**config.mk**
```make
export PLATFORM = sky130hd
export DESIGN_NAME = cory_rdma2d_seq
export DESIGN_NICKNAME = d
export VERILOG_FILES = /design/src/rtl/cory_rdma2d_seq_pkg.sv /design/src/rtl/cory_posedge.sv /design/src/rtl/cory_rdma2d_seq.sv
export SDC_FILE = /design/constraint.sdc
export NUM_CORES = 1
export LEC_CHECK = 0
export CAP_MARGIN = 20
export CELL_PAD_IN_SITES_DETAIL_PLACEMENT = 0
export CELL_PAD_IN_SITES_GLOBAL_PLACEMENT = 1
export CORE_MARGIN = 1.5
export CORE_UTILIZATION = 38
export CTS_CLUSTER_DIAMETER = 120
export DETAILED_ROUTE_END_ITERATION = 10
export PLACE_DENSITY = 0.81
export SYNTH_ARGS = -nofsm -noshare
export SYNTH_HDL_FRONTEND = slang
export SYNTH_HIERARCHICAL = 1
export SYNTH_SLANG_ARGS = --single-unit
```
**constraint.sdc**
```tcl
create_clock -name clk -period 4.29 [get_ports clk]
set_input_delay 1.0725 -clock clk [delete_from_list [all_inputs] [get_ports clk]]
set_output_delay 1.0725 -clock clk [all_outputs]
set_load 0.05 [all_outputs]
```
**src/rtl/cory_rdma2d_seq_pkg.sv**
```systemverilog
// Shared definitions for the 2D frame-to-line DMA command sequencers.
package cory_rdma2d_seq_pkg;

    localparam int unsigned ADDR_W = 32;   // byte address width
    localparam int unsigned RES_W  = 11;   // width/height/index field width

    // Sequencer state encoding, shared with the write-side sequencer
    typedef enum logic [1:0] {
        IDLE  = 2'd0,
        RUN   = 2'd1,
        EMPTY = 2'd2
    } seq_state_e;

    // Frame command payload as presented on the frame port
    typedef struct packed {
        logic [ADDR_W-1:0] base;
        logic [RES_W-1:0]  width;
        logic [RES_W-1:0]  height;
        logic [ADDR_W-1:0] stride;
    } frame_cmd_t;

    // Line command payload as issued to the 1D line engine
    typedef struct packed {
        logic [ADDR_W-1:0] base;
        logic [RES_W-1:0]  width;
        logic [RES_W-1:0]  idx;
    } line_cmd_t;

endpackage

```
**src/rtl/cory_posedge.sv**
```systemverilog
// Registered rising-edge detector: one-cycle pulse the cycle after d rises.
module cory_posedge (
    input  logic clk,
    input  logic reset_n,
    input  logic d,
    output logic pulse
);

    logic d_q;

    // Track previous value and register the rising-edge pulse
    always_ff @(posedge clk or negedge reset_n) begin
        if (!reset_n) begin
            d_q   <= 1'b0;
            pulse <= 1'b0;
        end else begin
            d_q   <= d;
            pulse <= d & ~d_q;
        end
    end

endmodule

```
**src/rtl/cory_rdma2d_seq.sv**
```systemverilog
// 2D frame-to-line read DMA command sequencer: one line command per row.
module cory_rdma2d_seq
    import cory_rdma2d_seq_pkg::*;
#(
    parameter int unsigned A = ADDR_W,
    parameter int unsigned R = RES_W
) (
    input  logic         clk,
    input  logic         reset_n,
    input  logic         i_frame_v,
    input  logic [A-1:0] i_frame_base,
    input  logic [R-1:0] i_frame_width,
    input  logic [R-1:0] i_frame_height,
    input  logic [A-1:0] i_frame_stride,
    output logic         o_frame_r,
    output logic         o_line_v,
    output logic [R-1:0] o_line_width,
    output logic [A-1:0] o_line_base,
    input  logic         i_line_r,
    output logic [R-1:0] o_line_idx,
    output logic         o_busy
);

    seq_state_e   state, state_nxt;
    logic         frame_start;
    logic         latch_c;
    logic         frame_r_c;
    logic         line_v_nxt;
    logic [A-1:0] base_nxt;
    logic [R-1:0] idx_nxt;
    logic [R-1:0] height_q;
    logic [A-1:0] stride_q;
    logic         last_c;

    // Frame start is a one-shot on a fresh frame request; masking with the
    // done pulse lets a held valid re-arm for a back-to-back frame.
    cory_posedge u_frame_start (
        .clk     (clk),
        .reset_n (reset_n),
        .d       (i_frame_v & ~o_frame_r),
        .pulse   (frame_start)
    );

    assign last_c    = (o_line_idx == (height_q - R'(1)));
    assign o_frame_r = frame_r_c;

    // Next-state, line advance and frame-done decode
    always_comb begin
        state_nxt  = state;
        line_v_nxt = o_line_v;
        base_nxt   = o_line_base;
        idx_nxt    = o_line_idx;
        latch_c    = 1'b0;
        frame_r_c  = 1'b0;
        case (state)
            IDLE: begin
                if (frame_start) begin
                    latch_c = 1'b1;
                    if ((i_frame_height == '0) || (i_frame_width == '0)) begin
                        state_nxt = EMPTY;
                    end else begin
                        state_nxt  = RUN;
                        line_v_nxt = 1'b1;
                        base_nxt   = i_frame_base;
                        idx_nxt    = '0;
                    end
                end
            end
            EMPTY: begin
                frame_r_c = i_frame_v;
                state_nxt = IDLE;
            end
            RUN: begin
                if (i_line_r) begin
                    if (!i_frame_v) begin
                        line_v_nxt = 1'b0;
                        state_nxt  = IDLE;
                    end else if (last_c) begin
                        frame_r_c  = 1'b1;
                        line_v_nxt = 1'b0;
                        state_nxt  = IDLE;
                    end else begin
                        base_nxt = o_line_base + stride_q;
                        idx_nxt  = o_line_idx + R'(1);
                    end
                end
            end
            default: begin
                line_v_nxt = 1'b0;
                state_nxt  = IDLE;
            end
        endcase
    end

    // State and line command registers
    always_ff @(posedge clk or negedge reset_n) begin
        if (!reset_n) begin
            state       <= IDLE;
            o_line_v    <= 1'b0;
            o_line_base <= '0;
            o_line_idx  <= '0;
            o_busy      <= 1'b0;
        end else begin
            state       <= state_nxt;
            o_line_v    <= line_v_nxt;
            o_line_base <= base_nxt;
            o_line_idx  <= idx_nxt;
            o_busy      <= (state_nxt != IDLE);
        end
    end

    // Frame geometry captured at start so the frame port may change afterwards
    always_ff @(posedge clk or negedge reset_n) begin
        if (!reset_n) begin
            o_line_width <= '0;
            height_q     <= '0;
            stride_q     <= '0;
        end else if (latch_c) begin
            o_line_width <= i_frame_width;
            height_q     <= i_frame_height;
            stride_q     <= i_frame_stride;
        end
    end

endmodule
```
==> key figures <==
Run status
  – Status: completed

Synth
  – Synthesized area: 6150 um^2
  – Most common cell in the netlist: dfrtp_1
  – Ranking of synthesized cells by area: dfrtp_1, mux2_2, ha_1, o21ai_0, xnor2_1
  – Post-Syn Area per Cell: 9.90 um^2
  – Leading area contributor after synthesis: dfrtp_1
  – Largest family of logic cells by synthesized area: compound AO/OA/AOI/OAI gates
  – Post-synth net total: 748
  – Most common flop cell mapped by yosys: dfrtp_1
  – Seq/Total Area, Yosys: 41.9%
  – Most frequent cells after synthesis: dfrtp_1, nand2_1, mux2_2
  – Synth Area in Adders: 7.65%
  – Post-synthesis register bit count: 103
  – Simple-Gate Fraction of Synth Area: 13.6%
  – Mux cell area share after synthesis: 12.9%
  – Synth Instances: around 620
  – Number of synthesized flops with an enable pin: 0
  – Fraction of registers with async set/reset: 100%
  – Top cell type's share of synthesized area: a little over two fifths
  – Cell variety after synth: 55
  – YS warnings: 6
  – Post-Synth XOR/XNOR Area: 6.13%
  – Compound-gate portion of the synthesized area: 15.0%

Clocking
  – Root Driver: clkbuf_16
  – Post-CTS Setup Bufs: 0
  – TritonCTS clock tree: yes
  – Num Clock Sinks: 103
  – Htree depth: 3
  – Clock buffer depth: 2
  – Worst skew pair latency: 0.35 ns
  – Post-CTS Hold Fix Bufs: 0
  – Number of buffers created by CTS: 9
  – CTS clk-pin slew, worst paths: 0.07 ns

Timing
  – Min cycle time layout: 4.06 ns
  – Final hold vios: 0
  – Setup violators final: 0
  – Rel. slew slack: 40.3%
  – Setup WS post-layout: ~0.23 ns
  – FMAX: 246 MHz
  – Post-route setup TNS: 0 ns
  – Fin crit share: 94.6%
  – Max Slew Vio Count: 0
  – Worst-Margin Slew: about 0.9 ns
  – RSZ-0062 raised after global routing: false
  – Clock skew: 0.00612 ns

Critical path
  – Worst EP arrival: 2.99 ns
  – Critical Path Start Type: flop
  – Critical Path RT: 3.22 ns
  – CP Max Fanout: 7
  – CP Capture Type: primary output
  – Setup Crit Path Kind: flop to primary output

Placed design
  – DP HPWL: 12000 um
  – Gpl congestion: 0.856
  – IO buf count: approximately 150
  – DP Worst Slack: 0.468 ns

Routing
  – 1st-pass router iterations: 6
  – WL final: 16200 um
  – Residual DRC: 0
  – Iter 0 DRT Violations: around 260
  – Drt via density: 5.25
  – DR vias: 5170
  – Routed WL per cell: 16.5 um
  – Post-route ant nets: 0

Die
  – DIE HEIGHT: approximately 130 um
  – I/O pin count: roughly 150
  – Initial Utilization: approximately two fifths
  – Site Rows: 46
  – Core Footprint: 15800 um^2
  – Die extent in x: ~130 um
  – Die area: ~17000 um^2

GRT
  – Met2 usage: 33.2%
  – First-pass GRT wire length: 25800 um
  – Gr usage total: between 15 and 20%
  – Grt ovf: 0
  – Met1 GRT Util: ~25%
  – Largest net degree at the start of global routing: 54
  – Antenna violations before repair: 0
  – GRT Max-Usage Layer: met2
  – Met3 usage: about 4.8%
  – Number of global-route vias before repair: 5122

Power
  – Comb power frac: ~63%
  – Clock Power Share: 12.1%
  – Sequential share of power: 24.8%
  – P per Cell Area: about 860 nW/um^2
  – Pleak: 3.48 nW
  – VDD IR max: approximately 0.00041 V
  – Switch Pwr: roughly 3.3 mW
  – Pint: 3.71 mW
  – Sw frac: 47.3%

Layout
  – Antenna cell count: 0
  – Share of layout cells above drive strength 1: 12.5%
  – Area Growth Syn to Fin: 33.4%
  – Nets: 890
  – Filler instances: 1427

Job
  – Max-capacitance violation count: 0

Worst hold path
  – Min-Delay Path Class: flop to flop
==> critical path, cell delays in order, from the launching register on <==
cell and delay [ns]:
dfrtp_1 0.45, or4_1 0.63, nor4_4 0.26, xnor2_1 0.14, nand4_1 0.15, a2111oi_4 0.34
and3_1 0.20, o21ai_0 0.09, nor2_1 0.21, buf_12 0.17
==> worst paths after layout <==
kind	start	end	slack, ns	cells after the start
setup / recovery	height_q[5]$_DFFE_PN0P_	o_frame_r	0.23	9
setup reg to reg	o_line_base[0]$_DFFE_PN0P_	o_line_base[30]$_DFFE_PN0P_	0.61	13
hold reg to reg	u_frame_start/d_q$_DFF_PN0_	u_frame_start/pulse$_DFF_PN0_	0.45	1
min in group asynchronous	reset_n	o_line_width[5]$_DFFE_PN0P_	0.77	1
max in group asynchronous	reset_n	stride_q[15]$_DFFE_PN0P_	2.67	2
hold / removal	u_frame_start/d_q$_DFF_PN0_	u_frame_start/pulse$_DFF_PN0_	0.45	1
==> flip-flops by register name, indices dropped and copies added (netlist names) <==
signal	count
o_line_idx	11
o_line_v	1
state	2
o_line_base	32
stride_q	32
height_q	11
u_frame_start/pulse	1
o_busy	1
o_line_width	11
u_frame_start/d_q	1
==> timing repair <==
| item | in CTS | in global routing |
|---|---|---|
| gates resized for setup | 0 | 5 |
| hold endpoints to repair | 0 | 0 |
| endpoints found under the setup margin | 0 | 1 |
==> metal layers <==
metal	up-vias	routed length [um]
li1	2525	-
met1	2477	7240
met2	148	7780
met3	20	951
met4	0	245
met5	-	0
==> area by class of cell <==
type	instances	area [um^2]	area share, %
timing repair buffer	155	1540	18.7
clock inverter	4	53.8	0.656
tap	216	270	3.30
clock buffer	12	256	3.13
inverter	18	67.6	0.824
sequential	103	2580	31.4
multi-input combinational	476	3440	41.9
==> power groups by stage <==
| stage | Clock (mW) | Sequential [mW] | Combinational (mW) |
|---|---|---|---|
| after CTS | 0.883 | 1.75 | 4.44 |
| after global placement | 0 | 1.74 | 4.33 |
| after floorplan | 0 | 2.39 | 2.60 |
| after detailed placement | 0 | 1.76 | 4.40 |
| after global routing | 0.917 | 1.81 | 4.87 |
| final | 0.852 | 1.75 | 4.44 |
==> per-stage QoR <==
step           instance area [um^2]  cells  util [%]  power [mW]  hold slack (ns)
6_report                       8200    984      51.8        7.04            0.448
2_1_floorplan                  6150    621         -        4.99            0.429
3_5_place_dp                   7850    968      49.6        6.16            0.436
3_3_place_gp                   7850    968      49.6        6.07            0.440
5_1_grt                        8200    984      51.8        7.60            0.475
4_1_cts                        8160    984      51.6        7.07            0.453
==> cell usage in the layout, fill, tap and decap left out, types with 4 or more instances in the layout <==
cell type / n
clkdlybuf4s50_1: 144
nor2_1: 33
or3_1: 4
nor4_1: 5
and3_1: 7
nand2b_1: 5
nand3_1: 14
xnor2_1: 29
mux2_2: 56
a21oi_1: 39
buf_4: 10
o21a_1: 7
nor3_1: 21
a21o_1: 14
xor2_1: 14
dfrtp_1: 103
ha_1: 35
nand4_1: 6
nand2_1: 61
mux2i_1: 16
nor2b_1: 4
a211oi_1: 4
a31oi_1: 4
inv_1: 17
clkbuf_16: 9
o21ai_0: 52
==> cells by family after synthesis <==
kind of cell / Yosys count
and+or+nand+nor: 174
muxes: 72
AOI/OAI and AO/OA: 150
xor gates and xnor gates: 43
adders and majority gates: 37
DFF: 103
buffers and inverters: 42
Note: power is estimated with default switching activity, not from simulation.
